File: src/rtl/iir_pkg.sv
// Shared definitions for the IIR notch filter coefficient controller:
// coefficient addresses, passthrough reset values and controller states.
package iir_pkg;

  localparam int unsigned NUM_COEF = 5;
  localparam int unsigned ADDR_W   = 3;
  localparam int unsigned CNT_W    = 8;

  localparam logic [ADDR_W-1:0] ADDR_A1 = 3'd0;
  localparam logic [ADDR_W-1:0] ADDR_A2 = 3'd1;
  localparam logic [ADDR_W-1:0] ADDR_B0 = 3'd2;
  localparam logic [ADDR_W-1:0] ADDR_B1 = 3'd3;
  localparam logic [ADDR_W-1:0] ADDR_B2 = 3'd4;

  // Q2.14 unity gain; B0 = 1.0 with all other taps zero is a passthrough filter
  localparam logic [15:0] COEF_ONE = 16'h4000;

  typedef enum logic [1:0] {
    ST_INIT_FLUSH = 2'd0,
    ST_RUN        = 2'd1,
    ST_PENDING    = 2'd2,
    ST_FLUSH      = 2'd3
  } iir_ctrl_state_t;

  function automatic logic addr_legal(input logic [ADDR_W-1:0] addr);
    return addr <= ADDR_B2;
  endfunction

endpackage

File: src/rtl/iir_coef_ctrl_flush_timer.sv
// Loadable down-counter timing the filter flush; done is high while the count is 1.
module flush_timer
  import iir_pkg::*;
#(
  parameter int unsigned RST_VAL = 8
) (
  input  logic             clk,
  input  logic             rst_n,
  input  logic             load,
  input  logic             en,
  input  logic [CNT_W-1:0] load_val,
  output logic             done
);

  logic [CNT_W-1:0] count_q;
  logic [CNT_W-1:0] count_d;

  // Count saturates at 1 so done stays asserted until the next load
  always_comb begin
    count_d = count_q;
    if (load) begin
      count_d = load_val;
    end else if (en && (count_q > CNT_W'(1))) begin
      count_d = count_q - CNT_W'(1);
    end
  end

  always_ff @(posedge clk or negedge rst_n) begin
    if (!rst_n) begin
      count_q <= CNT_W'(RST_VAL);
      done    <= (CNT_W'(RST_VAL) == CNT_W'(1));
    end else begin
      count_q <= count_d;
      done    <= (count_d == CNT_W'(1));
    end
  end

endmodule

File: src/rtl/iir_coef_ctrl.sv
// Shadow/active coefficient bank controller with sample-aligned commit and filter flush.
// Optional readback port enabled by defining IIR_COEF_READBACK_EN.
module iir_coef_ctrl
  import iir_pkg::*;
#(
  parameter int unsigned COEF_W       = 16,
  parameter int unsigned FLUSH_CYCLES = 8
) (
  input  logic              clk,
  input  logic              rst_n,
  input  logic              wr_valid,
  output logic              wr_ready,
  input  logic [ADDR_W-1:0] wr_addr,
  input  logic [COEF_W-1:0] wr_data,
  input  logic              commit,
  input  logic              sample_strobe,
`ifdef IIR_COEF_READBACK_EN
  input  logic [ADDR_W-1:0] rd_addr,
  output logic [COEF_W-1:0] rd_data,
`endif
  output logic [COEF_W-1:0] A1,
  output logic [COEF_W-1:0] A2,
  output logic [COEF_W-1:0] B0,
  output logic [COEF_W-1:0] B1,
  output logic [COEF_W-1:0] B2,
  output logic              filt_rst_n,
  output logic              busy,
  output logic              err
);

  iir_ctrl_state_t state_q;
  iir_ctrl_state_t state_d;

  logic timer_load;
  logic timer_en;
  logic timer_done;
  logic wr_accept;
  logic bank_swap;

  logic [COEF_W-1:0] shadow_q [NUM_COEF];
  logic [COEF_W-1:0] active_q [NUM_COEF];

  assign wr_accept = wr_valid && wr_ready;
  assign bank_swap = (state_q == ST_PENDING) && sample_strobe;

  flush_timer #(
    .RST_VAL (FLUSH_CYCLES)
  ) u_flush_timer (
    .clk      (clk),
    .rst_n    (rst_n),
    .load     (timer_load),
    .en       (timer_en),
    .load_val (CNT_W'(FLUSH_CYCLES)),
    .done     (timer_done)
  );

  always_ff @(posedge clk or negedge rst_n) begin
    if (!rst_n) begin
      state_q <= ST_INIT_FLUSH;
    end else begin
      state_q <= state_d;
    end
  end

  always_comb begin
    state_d    = state_q;
    timer_load = 1'b0;
    timer_en   = 1'b0;
    case (state_q)
      ST_INIT_FLUSH, ST_FLUSH: begin
        timer_en = 1'b1;
        if (timer_done) begin
          state_d = ST_RUN;
        end
      end
      ST_RUN: begin
        if (commit) begin
          state_d = ST_PENDING;
        end
      end
      ST_PENDING: begin
        if (sample_strobe) begin
          timer_load = 1'b1;
          state_d    = ST_FLUSH;
        end
      end
      default: state_d = ST_INIT_FLUSH;
    endcase
  end

  // Status outputs are registered from the next state so they align with it
  always_ff @(posedge clk or negedge rst_n) begin
    if (!rst_n) begin
      filt_rst_n <= 1'b0;
      wr_ready   <= 1'b0;
      busy       <= 1'b1;
      err        <= 1'b0;
    end else begin
      filt_rst_n <= (state_d == ST_RUN) || (state_d == ST_PENDING);
      wr_ready   <= (state_d == ST_RUN);
      busy       <= (state_d != ST_RUN);
      err        <= wr_accept && !addr_legal(wr_addr);
    end
  end

  always_ff @(posedge clk or negedge rst_n) begin
    if (!rst_n) begin
      for (int unsigned i = 0; i < NUM_COEF; i++) begin
        shadow_q[i] <= (i == 32'(ADDR_B0)) ? COEF_W'(COEF_ONE) : '0;
        active_q[i] <= (i == 32'(ADDR_B0)) ? COEF_W'(COEF_ONE) : '0;
      end
    end else begin
      for (int unsigned i = 0; i < NUM_COEF; i++) begin
        if (wr_accept && (wr_addr == ADDR_W'(i))) begin
          shadow_q[i] <= wr_data;
        end
        if (bank_swap) begin
          active_q[i] <= shadow_q[i];
        end
      end
    end
  end

  assign A1 = active_q[ADDR_A1];
  assign A2 = active_q[ADDR_A2];
  assign B0 = active_q[ADDR_B0];
  assign B1 = active_q[ADDR_B1];
  assign B2 = active_q[ADDR_B2];

`ifdef IIR_COEF_READBACK_EN
  always_ff @(posedge clk or negedge rst_n) begin
    if (!rst_n) begin
      rd_data <= '0;
    end else begin
      rd_data <= '0;
      for (int unsigned i = 0; i < NUM_COEF; i++) begin
        if (rd_addr == ADDR_W'(i)) begin
          rd_data <= active_q[i];
        end
      end
    end
  end
`endif

endmodule

File: config.mk
export PLATFORM = sky130hd
export DESIGN_NAME = iir_coef_ctrl
export DESIGN_NICKNAME = d
export VERILOG_FILES = /design/src/rtl/iir_pkg.sv /design/src/rtl/iir_coef_ctrl_flush_timer.sv /design/src/rtl/iir_coef_ctrl.sv
export SDC_FILE = /design/constraint.sdc
export NUM_CORES = 1
export LEC_CHECK = 0
export CAP_MARGIN = 30
export CORE_MARGIN = 4
export CORE_UTILIZATION = 48
export DETAILED_ROUTE_END_ITERATION = 16
export PLACE_DENSITY = 0.76
export SLEW_MARGIN = 20
export SYNTH_ARGS = -nofsm -noshare
export SYNTH_HDL_FRONTEND = slang
export SYNTH_SLANG_ARGS = --single-unit
File: constraint.sdc
create_clock -name clk -period 2.15 [get_ports clk]
set_clock_uncertainty 0.2 [all_clocks]
set_input_delay 0.43 -clock clk [delete_from_list [all_inputs] [get_ports clk]]
set_output_delay 0.43 -clock clk [all_outputs]
set_load 0.005 [all_outputs]
-- Yosys cells after proc, flatten, opt, wreduce, memory -nomap -nowiden
Cells that the tools add are included.
Widths: inputs -> output; s select.
- add/subtract/negate cells: 1
- order comparisons: 2
- eq/ne operators: 11
- multiplexer cells: 9
- reductions and logical operators: 14
- operator list (kind ; number):
    $mux 8 ; 2
    $logic_and 1x1->1 ; 9
    $eq 8x1->1 const B ; 1
    $gt 8x1->1 const B ; 1
    $sub 8x1->8 const B ; 1
    $eq 2x2->1 const B ; 3
    $eq 3x2->1 const B ; 2
    $mux 2 ; 3
    $pmux 2 s3 ; 1
    $eq 2x1->1 const B ; 2
    $eq 3x1->1 const B ; 1
    $eq 3x3->1 const B ; 1
    $le 3x3->1 const B ; 1
    $logic_not 3->1 ; 1
    $mux 1 ; 3
    $logic_not 2->1 ; 1
    $ne 2x1->1 const B ; 1
    $reduce_or 2->1 ; 1
    $logic_not 1->1 ; 1
    $logic_or 1x1->1 ; 1
- register bits after elaboration: 175
- input bits: 24
- output and inout port bits: 84
- word-level logic and storage cells: 54

-- Depth between registers and ports, before layout
Gate-level depths: netlist (run 1).
- word-level depth: 7
- mapped depth: 9
- mapped depth without buffers: 7

-- Modules after synthesis
A second synthesis (run 1) with hierarchy kept.
- cells, all modules: 446
- area total of the unflattened synthesis: 7064.3 µm²
- by module, submodules not included (module ; times used ; cells an instance ; area each (µm²)):
    iir_coef_ctrl ; 1 ; 374 ; 6414.9
    flush_timer ; 1 ; 72 ; 649.4

-- Worst setup path before layout (run 1)
OpenSTA, ideal clock, no wires.
- path kind: register -> register
- start: reg state_q[0]
- end: reg filt_rst_n
- library setup time: 0.063 ns
- data arrival time: 1.816 ns
- required time: 1.887 ns
- slack: 0.071 ns
- cell stages (with the launch flop): 10
- path through: dfrtp_1 inv_1 ha_1 and2_1 clkbuf_1 clkbuf_1 o22ai_1 o21ai_0 ha_1 inv_1
- longest elaborated chain between the ends: 5
- ends and longest elaborated chain (what ; line ; source):
    from (decl) ; iir_coef_ctrl.sv:31 ; iir_ctrl_state_t state_q;
    from (signal assigned) ; iir_coef_ctrl.sv:61 ; state_q <= state_d;
    $eq 2x2->1 / $logic_not 2->1 (equally long branches) ; iir_coef_ctrl.sv:69 ; case (state_q)
    $reduce_or 2->1 ; iir_coef_ctrl.sv:69 ;
    $pmux 2 s3 (*) ; iir_coef_ctrl.sv:69 ;
    via state_d[0] ; iir_coef_ctrl.sv:32 ; iir_ctrl_state_t state_d;
    $eq 2x1->1 / $eq 2x2->1 (equally long branches) ; iir_coef_ctrl.sv:99 ; filt_rst_n <= (state_d == ST_RUN) || (state_d == ST_PENDING);
    $logic_or 1x1->1 (*) ; iir_coef_ctrl.sv:99 ;
    to (signal assigned) ; iir_coef_ctrl.sv:99 ;
    to (decl) ; iir_coef_ctrl.sv:26 ; output logic filt_rst_n,
Mark *: on every way through the listed nets, which the timed path passes. The rest lies on a longest branch.
A chain may end at the register's enable or synchronous reset.

-- Worst setup path after layout (run 1)
- start: reg active_q, in the netlist B0[14]
- end: out B0[14]
- RTL lines (what ; line ; source):
    from (decl) ; iir_coef_ctrl.sv:41 ; logic [COEF_W-1:0] active_q [NUM_COEF];
    from (signal, indexed assignment) ; iir_coef_ctrl.sv:110 ; active_q[i] <= (i == 32'(ADDR_B0)) ? COEF_W'(COEF_ONE) : '0;
    from (signal, indexed assignment) ; iir_coef_ctrl.sv:118 ; active_q[i] <= shadow_q[i];
    to (decl) ; iir_coef_ctrl.sv:23 ; output logic [COEF_W-1:0] B0,
No word-level cell between the ends.

==> results of run 1 <==
layout make-up:
cell class	instances	area share
clock buffer	23	0.0530
clock inverter	9	0.00978
timing repair buffer	128	0.152
inverter	8	0.00340
sequential	175	0.497
multi-input combinational	391	0.259
tap	180	0.0255
through the flow:
stage                     power, mW  TNS (ps)  area (µm²)
final                          10.7         0        8830
after global routing           11.4         0        8830
after CTS                      10.7         0        8800
after detailed placement       7.81     -4680        8240
after global placement         7.62     -3780        8240
after floorplan                6.40         0        6800
kinds of logic after synthesis:
group / Yosys count
xor+xnor: 4
compound gates: 12
simple gates: 287
buf+inv: 36
mux: 82
fa+ha+maj: 6
flops: 175
where the power goes:
group          internal (mW)  switching (mW)  total, mW
clock network           1.65            1.21       2.86
logic                   1.57            1.42       2.99
registers               4.28           0.589       4.86
final timing paths:
kind                                          start                  to  slack, ps  cells past startpoint
min                                    shadow_q[69]               A1[5]        270                      2
max reg2reg                u_flush_timer.count_q[4]  u_flush_timer.done        100                      5
max in group asynchronous                     rst_n                busy        770                      3
min in group asynchronous                     rst_n               A2[7]        290                      2
max                                          B0[14]              B0[14]         80                      1
min reg2reg                            shadow_q[69]               A1[5]        270                      2
registers in the layout, indices dropped and copies added, names as in the netlist, 2 cells and up:
name,count
shadow_q,80
A1,16
A2,16
B0,16
B1,16
B2,16
u_flush_timer.count_q,8
state_q,2
metal layers:
| layer | track usage | part of all wire |
|---|---|---|
| met5 | 0 | 0 |
| met1 | 0.264 | 0.44 |
| met2 | 0.322 | 0.49 |
| met4 | 0.0656 | 0.018 |
| met3 | 0.0564 | 0.054 |
repair_timing:
item | in CTS | in global routing
endpoints found under the setup margin | 1 | 2
endpoints found under the hold margin | 33 | 0
pin swaps | 0 | 2
hold buffers | 1 | 0
buffers inserted | 0 | 1
gates resized for setup | 1 | 4
cell usage in the layout (no fill, tap or decap), drive strengths merged, types with 2 or more instances in the layout:
master / netlist / routed
inv: 8 / 8
o21ai: 4 / 4
clkbuf: 21 / 23
nand3b: 2 / 2
clkinvlp: 0 / 5
a211oi: 2 / 2
nand2: 249 / 249
buf: 7 / 21
mux2i: 2 / 2
nand3: 6 / 6
or3: 4 / 4
clkinv: 0 / 3
dfrtp: 171 / 171
nor2: 15 / 15
a21oi: 2 / 2
nor3: 4 / 4
dfstp: 4 / 4
nand4: 2 / 2
mux2: 80 / 80
ha: 6 / 6
nor2b: 2 / 2
xnor2: 2 / 2
xor2: 2 / 2
clkdlybuf4s50: 0 / 106
==> summary.md, run 1 <==
| Metric | Value |
|---|---|
| Ports | `between 100 and 150` |
| ANT nets after route | `0` |
| Filler-free cell count of the finished design | `914` |
| Largest net degree at the start of global routing | `77` |
| Delay-heaviest family, CP | `flip-flops` |
| Synth top area cells | `dfrtp_1, nand2_1, mux2_2` |
| Fillcell total | `1,080` |
| Async SR Flop Fraction | `1.00` |
| RSZ-0062 raised after global routing | `no` |
| Number of diodes | `0` |
| Complex-gate fraction of the synthesized area | `0.0120` |
| Initial antenna violation count | `0` |
| Clock Path Buffers | `2` |
| Die ar. | `between 15,000 and 20,000 µm²` |
| Largest stage delay, worst path | `roughly 530 ps` |
| Cell area after synthesis | `6800 µm²` |
| DRC | `0` |
| Slew HR | `0.701` |
| Final period util | `0.964` |
| Placer congestion estimate | `a little under 0.9` |
| Worst Path Required | `roughly 1500 ps` |
| Gate Count Post-Synth | `between 600 and 700` |
| Hold slack | `around 270 ps` |
| Vias in the first global route | `~5,000` |
| CP Capture Type | `output pin` |
| Initial core utilization | `0.490` |
| Measured slew at the worst slew-check pin | `roughly 450 ps` |
| Top-count cell post-synth | `nand2_1` |
| CP Buf/Inv Count | `1` |
| Crit path DAT | `between 1000 and 1500 ps` |
| Area of the multi-input gates | `about 2300 µm²` |
| Register area share after synthesis | `0.645` |
| Dpl ws | `-109 ps` |
| Worst-path clk slew | `~60 ps` |
| Max FO, Critical Path | `2` |
| Xor and xnor area share after synthesis | `0.00516` |
| YS warnings | `0` |
| H-Tree Depth | `4` |
| CTS Root Cell | `clkbuf_16` |
| Die Y | `roughly 130 µm` |
| CP max-delay cell | `dfstp_2` |
| Mux contribution to synthesized area | `0.136` |
| DR vias | `4,653` |
| Main flop type after synthesis | `dfrtp_1` |
| Synth area leader | `dfrtp_1` |
| Post-synth EDFFs | `0` |
| Global-route wire length before repair | `between 20,000 and 30,000 µm` |
| Pleak | `~4.4 nW` |
| Max Cap Violations | `0` |
| Synthesized net count | `around 630` |
| Worst hold path class | `register to register` |
| Std cell rows | `43` |
| Maximum clock rate | `just under 500 MHz` |
| Routed WL | `~15,000 µm` |
| Final min period | `2070 ps` |
| Avg WL per Cell | `16.6 µm` |
| Synthesis-to-finish area growth | `29.9%` |
| Post-DP HPWL | `between 10,000 and 15,000 µm` |
| TritonCTS clock tree | `yes` |
| Share of layout cells above drive strength 1 | `0.183` |
| Post-synth top cells | `nand2_1, dfrtp_1, mux2_2, clkbuf_1, nor2_1` |
| Maximum vdd drop | `a little under 0.6 mV` |
| Inst Count DP | `~900` |
| Vias per cell | `between 5 and 6` |
| PwrDens | `between 1000 and 1500 nW/µm²` |
| Status | `complete, no violations` |
| Synth Register Bits | `~180` |
| Drt first pass iters | `4` |
| Pins Over Slew Limit | `0` |
| Die Wd | `between 100 and 150 µm` |
| CP Launch Type | `register` |
| Cell Chain, Critical Path | `clkdlybuf4s50_1` |
| WS Path Type | `register to output pin` |
| FF/Latch Area | `about 4400 µm²` |
| CTS buffer count | `17` |
| Nets | `around 750` |
| Final Util | `0.636` |
| Setup ws final | `~77 ps` |
| Synth Area in Adders | `0.0110` |
| GRT overflow | `0` |
| Synth top area share | `0.630` |
| Number of buffers added on ports | `between 100 and 150` |
| Cell variety after synth | `33` |
| Core area | `around 14,000 µm²` |
| Largest family of logic cells by synthesized area | `simple AND/OR/NAND/NOR gates` |
| Count of final hold-check violations | `0` |
| # clock sinks | `175` |
| Iter 0 DRT Violations | `approximately 290` |
| Setup Viol. Count Final | `0` |
| Simple-gate share of the synthesized area | `0.168` |
| GRT Resource Usage Total | `0.200` |
| Worst skew pair latency | `about 420 ps` |
| Syn_area_per_cell | `~11 µm²` |
(Power assumes the default switching activity.)
==> inputs of run 2 (changes only) <==
--- a/config.mk
+++ b/config.mk
@@ -7,9 +7,9 @@
 export LEC_CHECK = 0
 export CAP_MARGIN = 30
 export CORE_MARGIN = 4
-export CORE_UTILIZATION = 48
+export CORE_UTILIZATION = 55
 export DETAILED_ROUTE_END_ITERATION = 16
-export PLACE_DENSITY = 0.76
+export PLACE_DENSITY = 0.82
 export SLEW_MARGIN = 20
 export SYNTH_ARGS = -nofsm -noshare
 export SYNTH_HDL_FRONTEND = slang
==> constraint.sdc (replaced) <==
create_clock -name clk -period 2.4 [get_ports clk]
set_clock_uncertainty 0.2 [all_clocks]
set_input_delay 0.48 -clock clk [delete_from_list [all_inputs] [get_ports clk]]
set_output_delay 0.48 -clock clk [all_outputs]
set_load 0.005 [all_outputs]
==> run 2 against run 1 <==
Net effect: power decreased by 8.5%; sequential power decreased by 9.9%; cell count decreased by 2.1%; design area decreased by 0.74%; via count increased by 3.2%; hold slack got worse by 2.3 ps; sequential share of layout area increased by 0.35 points; critical path depth increased by 6; clock power decreased by 2%.
==> summary.md, run 2 (same netlist as run 1, synthesis figures left out) <==
| Metric | Value |
|---|---|
| Met2 routed WL | `8220 µm` |
| FF/Latch Area | `4380 µm²` |
| Die ar. | `about 14,000 µm²` |
| Pleak | `approximately 4.4 nW` |
| Max Cap Violations | `0` |
| Max reg flops | `80` |
| DR vias | `a little under 5,000` |
| Net load switching power | `2.96 mW` |
| Worst Path Required | `approximately 2500 ps` |
| Number of buffers added on ports | `107` |
| Initial antenna violation count | `0` |
| Maximum vdd drop | `slightly below 0.5 mV` |
| Final Power | `between 9 and 10 mW` |
| Top routing layer in use | `met4` |
| Post-CTS sizing | `0` |
| TritonCTS clock tree | `yes` |
| Nets | `744` |
| Biggest register | `shadow_q` |
| Pins Over Slew Limit | `0` |
| CP Capture Type | `register` |
| WS Path Type | `register to register` |
| Fillcell total | `~800` |
| Max FO, Critical Path | `7` |
| Setup Viol. Count Final | `0` |
| Vias in the first global route | `about 5,200` |
| Status | `complete, no violations` |
| Worst skew pair latency | `between 400 and 500 ps` |
| Internal | `6.84 mW` |
| Most common cell after layout, fill and taps aside | `nand2_1` |
| CP Launch Type | `register` |
| Clock Path Buffers | `2` |
| Worst-path clk slew | `approximately 60 ps` |
| Synthesis-to-finish area growth | `29.0%` |
| Comb pwr share | `0.266` |
| Std cell rows | `40` |
| Number of post-CTS setup repair buffers | `0` |
| CTS buffer count | `17` |
| Global-route wire length before repair | `26,200 µm` |
| Clock power share | `0.287` |
| DRC | `0` |
| Net Sw Frac | `0.302` |
| Worst hold path class | `register to register` |
| Placer congestion estimate | `~0.78` |
| GRT overflow | `0` |
| Avg WL per Cell | `18.0 µm` |
| Initial core utilization | `0.563` |
| Measured slew at the worst slew-check pin | `about 370 ps` |
| Core area | `between 10,000 and 15,000 µm²` |
| Final min period | `roughly 2200 ps` |
| Maximum clock rate | `447 MHz` |
| Crit path DAT | `2350 ps` |
| Slew HR | `0.752` |
| Drt first pass iters | `5` |
| Count of final hold-check violations | `0` |
| Share of layout cells above drive strength 1 | `0.175` |
| CTS Root Cell | `clkbuf_16` |
| # clock sinks | `about 180` |
| Routed WL | `around 16,000 µm` |
| Area of the multi-input gates | `2270 µm²` |
| Met1 wire length | `6650 µm` |
| Vias per cell | `~5.4` |
| Post-Route Setup TNS | `0 ps` |
| Ports | `roughly 110` |
| Post-DP HPWL | `approximately 10,000 µm` |
| Number of diodes | `0` |
| Sequential fraction of design power | `0.447` |
| Met3 WL | `just under 900 µm` |
| GRT Resource Usage Total | `0.236` |
| Die Y | `119 µm` |
| RSZ-0062 raised after global routing | `no` |
| Die Wd | `between 100 and 150 µm` |
| Most frequent cells in the layout | `nand2_1, dfrtp_1, clkdlybuf4s50_1` |
| H-Tree Depth | `4` |
| Iter 0 DRT Violations | `around 290` |
| Largest net degree at the start of global routing | `73` |
| Final period util | `0.933` |
| ANT nets after route | `0` |
| PwrDens | `between 1000 and 1500 nW/µm²` |
==> run 2: changes by cell type in the layout (fill, tap and decap cells not counted), sizes merged <==
cell	before	now
buf	21	14
clkbuf	23	18
inv	8	11
bufinv	1	3
clkinv	3	5
clkinvlp	5	3
==> run 2: worst max-delay path, stage by stage, from the launching register on <==
cell     delay (ps)
dfrtp_1         430
inv_1            90
ha_1            250
nor2_1          230
o31a_1          400
mux2i_1         250
nand4_1         120
nor4_2          170
==> run 2: power groups by stage <==
| stage | Clock (mW) | Combinational [mW] | Sequential, mW |
|---|---|---|---|
| 2_1_floorplan | 0 | 1.46 | 4.27 |
| 5_1_grt | 2.96 | 2.89 | 4.47 |
| 6_report | 2.81 | 2.61 | 4.38 |
| 3_5_place_dp | 0 | 2.59 | 4.39 |
| 3_3_place_gp | 0 | 2.45 | 4.35 |
| 4_1_cts | 2.84 | 2.64 | 4.37 |
==> run 2: per-layer routing <==
metal,vias up,GRT usage
met2,169,0.399
met1,2452,0.302
met5,-,0
met3,27,0.0537
met4,0,0.0825
li1,2154,-
==> run 2: cell type report <==
cell class | instances | area share
clock inverter | 14 | 0.0187
timing repair buffer | 121 | 0.145
inverter | 8 | 0.00343
clock buffer | 18 | 0.0501
sequential | 175 | 0.500
tap | 168 | 0.0240
multi-input combinational | 391 | 0.259
==> run 2: repair_timing <==
item                                    in CTS  in global routing
endpoints found under the setup margin       0                  0
endpoints found under the hold margin       34                  0
hold buffers                                 1                  0
==> run 2: final timing paths <==
check / from / to / slack (ps) / cells after the start
worst min register to register: shadow_q[15] / B2[15] / 270 / 2
worst max register to register: u_flush_timer.count_q[0] / u_flush_timer.done / 160 / 7
worst max-delay path: u_flush_timer.count_q[0] / u_flush_timer.done / 160 / 7
worst min-delay path: shadow_q[15] / B2[15] / 270 / 2
max in group asynchronous: rst_n / shadow_q[46] / 930 / 3
min in group asynchronous: rst_n / B0[15] / 330 / 2
==> run 2: through the flow <==
step	std cells	hold WS (ps)	utilization	setup slack (ps)	instance area (µm²)
2_1_floorplan	602	-15.6	-	321	6800
3_3_place_gp	862	208	0.676	90.3	8150
3_5_place_dp	862	211	0.676	59.7	8150
4_1_cts	895	264	0.727	189	8760
5_1_grt	895	285	0.727	51.1	8760
6_report	895	266	0.727	161	8760
==> inputs of run 3 (changes only) <==
--- a/config.mk
+++ b/config.mk
@@ -7,9 +7,9 @@
 export LEC_CHECK = 0
 export CAP_MARGIN = 30
 export CORE_MARGIN = 4
-export CORE_UTILIZATION = 55
+export CORE_UTILIZATION = 50
 export DETAILED_ROUTE_END_ITERATION = 16
-export PLACE_DENSITY = 0.82
+export PLACE_DENSITY = 0.75
 export SLEW_MARGIN = 20
 export SYNTH_ARGS = -nofsm -noshare
 export SYNTH_HDL_FRONTEND = slang
==> run 3 against run 2 <==
Net effect: sequential power about the same; design area increased by 0.30%; critical path type unchanged; critical path depth stayed put; die area increased by 9.3%; flip-flop and latch count unchanged.
==> summary.md, run 3 (same netlist as run 1, synthesis figures left out) <==
| Metric | Value |
|---|---|
| Placer congestion estimate | `just under 0.8` |
| CP Buf/Inv Count | `1` |
| Initial antenna violation count | `0` |
| Inst Count DP | `873` |
| Slew HR | `0.713` |
| Share of layout cells above drive strength 1 | `0.177` |
| CP Capture Type | `register` |
| CTS buffer count | `17` |
| Maximum clock rate | `458 MHz` |
| Filler-free cell count of the finished design | `906` |
| Maximum vdd drop | `between 0.5 and 0.6 mV` |
| Setup Viol. Count Final | `0` |
| Clock Path Buffers | `2` |
| RSZ-0062 raised after global routing | `no` |
| PwrDens | `1110 nW/µm²` |
| Final min period | `about 2200 ps` |
| ANT nets after route | `0` |
| Vias per cell | `just over 5` |
| Placed Area | `roughly 8000 µm²` |
| Core area | `13,300 µm²` |
| Post-DP HPWL | `~10,000 µm` |
| CTS Root Cell | `clkbuf_16` |
| Routed WL | `around 16,000 µm` |
| Synthesis-to-finish area growth | `29.4%` |
| Final Util | `0.661` |
| Global-route wire length before repair | `approximately 26,000 µm` |
| Most common cell after layout, fill and taps aside | `nand2_1` |
| Dpl ws | `56.1 ps` |
| Die Y | `about 120 µm` |
| Die Wd | `between 100 and 150 µm` |
| Avg WL per Cell | `roughly 17 µm` |
| Worst-path clk slew | `approximately 60 ps` |
| Fillcell total | `973` |
| Pins Over Slew Limit | `0` |
| DRC | `0` |
| Std cell rows | `42` |
| DR vias | `4,689` |
| Drt first pass iters | `4` |
| Hold slack | `around 260 ps` |
| Final period util | `0.910` |
| Area of the multi-input gates | `between 2000 and 2500 µm²` |
| Most frequent cells in the layout | `nand2_1, dfrtp_1, clkdlybuf4s50_1` |
| Worst hold path class | `register to register` |
| Biggest register | `shadow_q` |
| Max Cap Violations | `0` |
| GRT overflow | `0` |
| Status | `complete, no violations` |
| WS Path Type | `register to register` |
| Final Power | `just under 10 mW` |
| Largest stage delay, worst path | `420 ps` |
| FF/Latch Area | `approximately 4400 µm²` |
| Largest net degree at the start of global routing | `47` |
| # clock sinks | `between 150 and 200` |
| Max reg flops | `80` |
| GRT Resource Usage Total | `0.212` |
| Delay-heaviest family, CP | `simple AND/OR/NAND/NOR gates` |
| Number of buffers added on ports | `approximately 110` |
| Pleak | `4.41 nW` |
| Final instance area | `8790 µm²` |
| Iter 0 DRT Violations | `about 280` |
| Ports | `108` |
| Crit path DAT | `approximately 2300 ps` |
| Setup ws final | `approximately 220 ps` |
| CP Launch Type | `register` |
| Number of diodes | `0` |
| CP max-delay cell | `ha_2` |
| Max FO, Critical Path | `9` |
| Initial core utilization | `0.511` |
| Post-Route Setup TNS | `0 ps` |
| Worst Path Required | `between 2000 and 3000 ps` |
| Die ar. | `15,500 µm²` |
| Measured slew at the worst slew-check pin | `429 ps` |
| Vias in the first global route | `5,070` |
| TritonCTS clock tree | `yes` |
| Number of post-CTS setup repair buffers | `0` |
| Cell Chain, Critical Path | `inv_1 -> ha_2 -> nand2_1 -> nor3_1 -> mux2i_1 -> nand4_1 -> nor4_2` |
| Worst skew pair latency | `approximately 420 ps` |
| Nets | `~750` |
| Count of final hold-check violations | `0` |
| H-Tree Depth | `4` |
## run 3: changes by cell type in the layout (fill, tap and decap cells not counted), moves of 2 or more
cell,before,now
buf_4,6,10
clkbuf_8,1,5
clkinv_2,5,1
clkbuf_1,0,2
inv_6,3,1
## run 3: routing by layer
layer | GRT usage | vias up | part of all wire
met3 | 0.0613 | 13 | 0.068
met1 | 0.281 | 2347 | 0.43
met5 | 0 | - | 0
li1 | - | 2166 | -
met2 | 0.341 | 163 | 0.49
met4 | 0.0658 | 0 | 0.0089
## run 3: path summary, 6_finish.rpt
| check | from | endpoint | slack [ps] | cells after the start |
|---|---|---|---|---|
| min in group asynchronous | rst_n | A1[1] | 330 | 2 |
| min | shadow_q[66] | A1[2] | 260 | 2 |
| max reg2reg | state_q[0] | u_flush_timer.done | 220 | 7 |
| max | state_q[0] | u_flush_timer.done | 220 | 7 |
| max in group asynchronous | rst_n | u_flush_timer.count_q[3] | 950 | 3 |
| min reg2reg | shadow_q[66] | A1[2] | 260 | 2 |
## run 3: area by class of cell
class,count,share of cell area
clock inverter,8,0.0118
clock buffer,24,0.0571
sequential,175,0.499
timing repair buffer,124,0.145
multi-input combinational,391,0.259
tap,176,0.0250
inverter,8,0.00342
## run 3: where the power goes
part           internal, mW  total, mW  switching (mW)
Combinational          1.34       2.59            1.25
Sequential             3.83       4.36           0.529
Clock                  1.67       2.79            1.11
## run 3: what timing repair did
item	in CTS	in global routing
setup endpoints to repair	0	1
endpoints found under the hold margin	36	0
resized for setup	0	1
hold buffers	1	0
## run 3: worst reg2reg max path: cells and delay by family, from the launching register on
kind                     cells  cell delay [ps]
flip-flops                   1              400
multiplexers                 1              300
adder cells (fa/ha/maj)      1              420
buffers and inverters        1               80
AND/OR/NAND/NOR              4              690
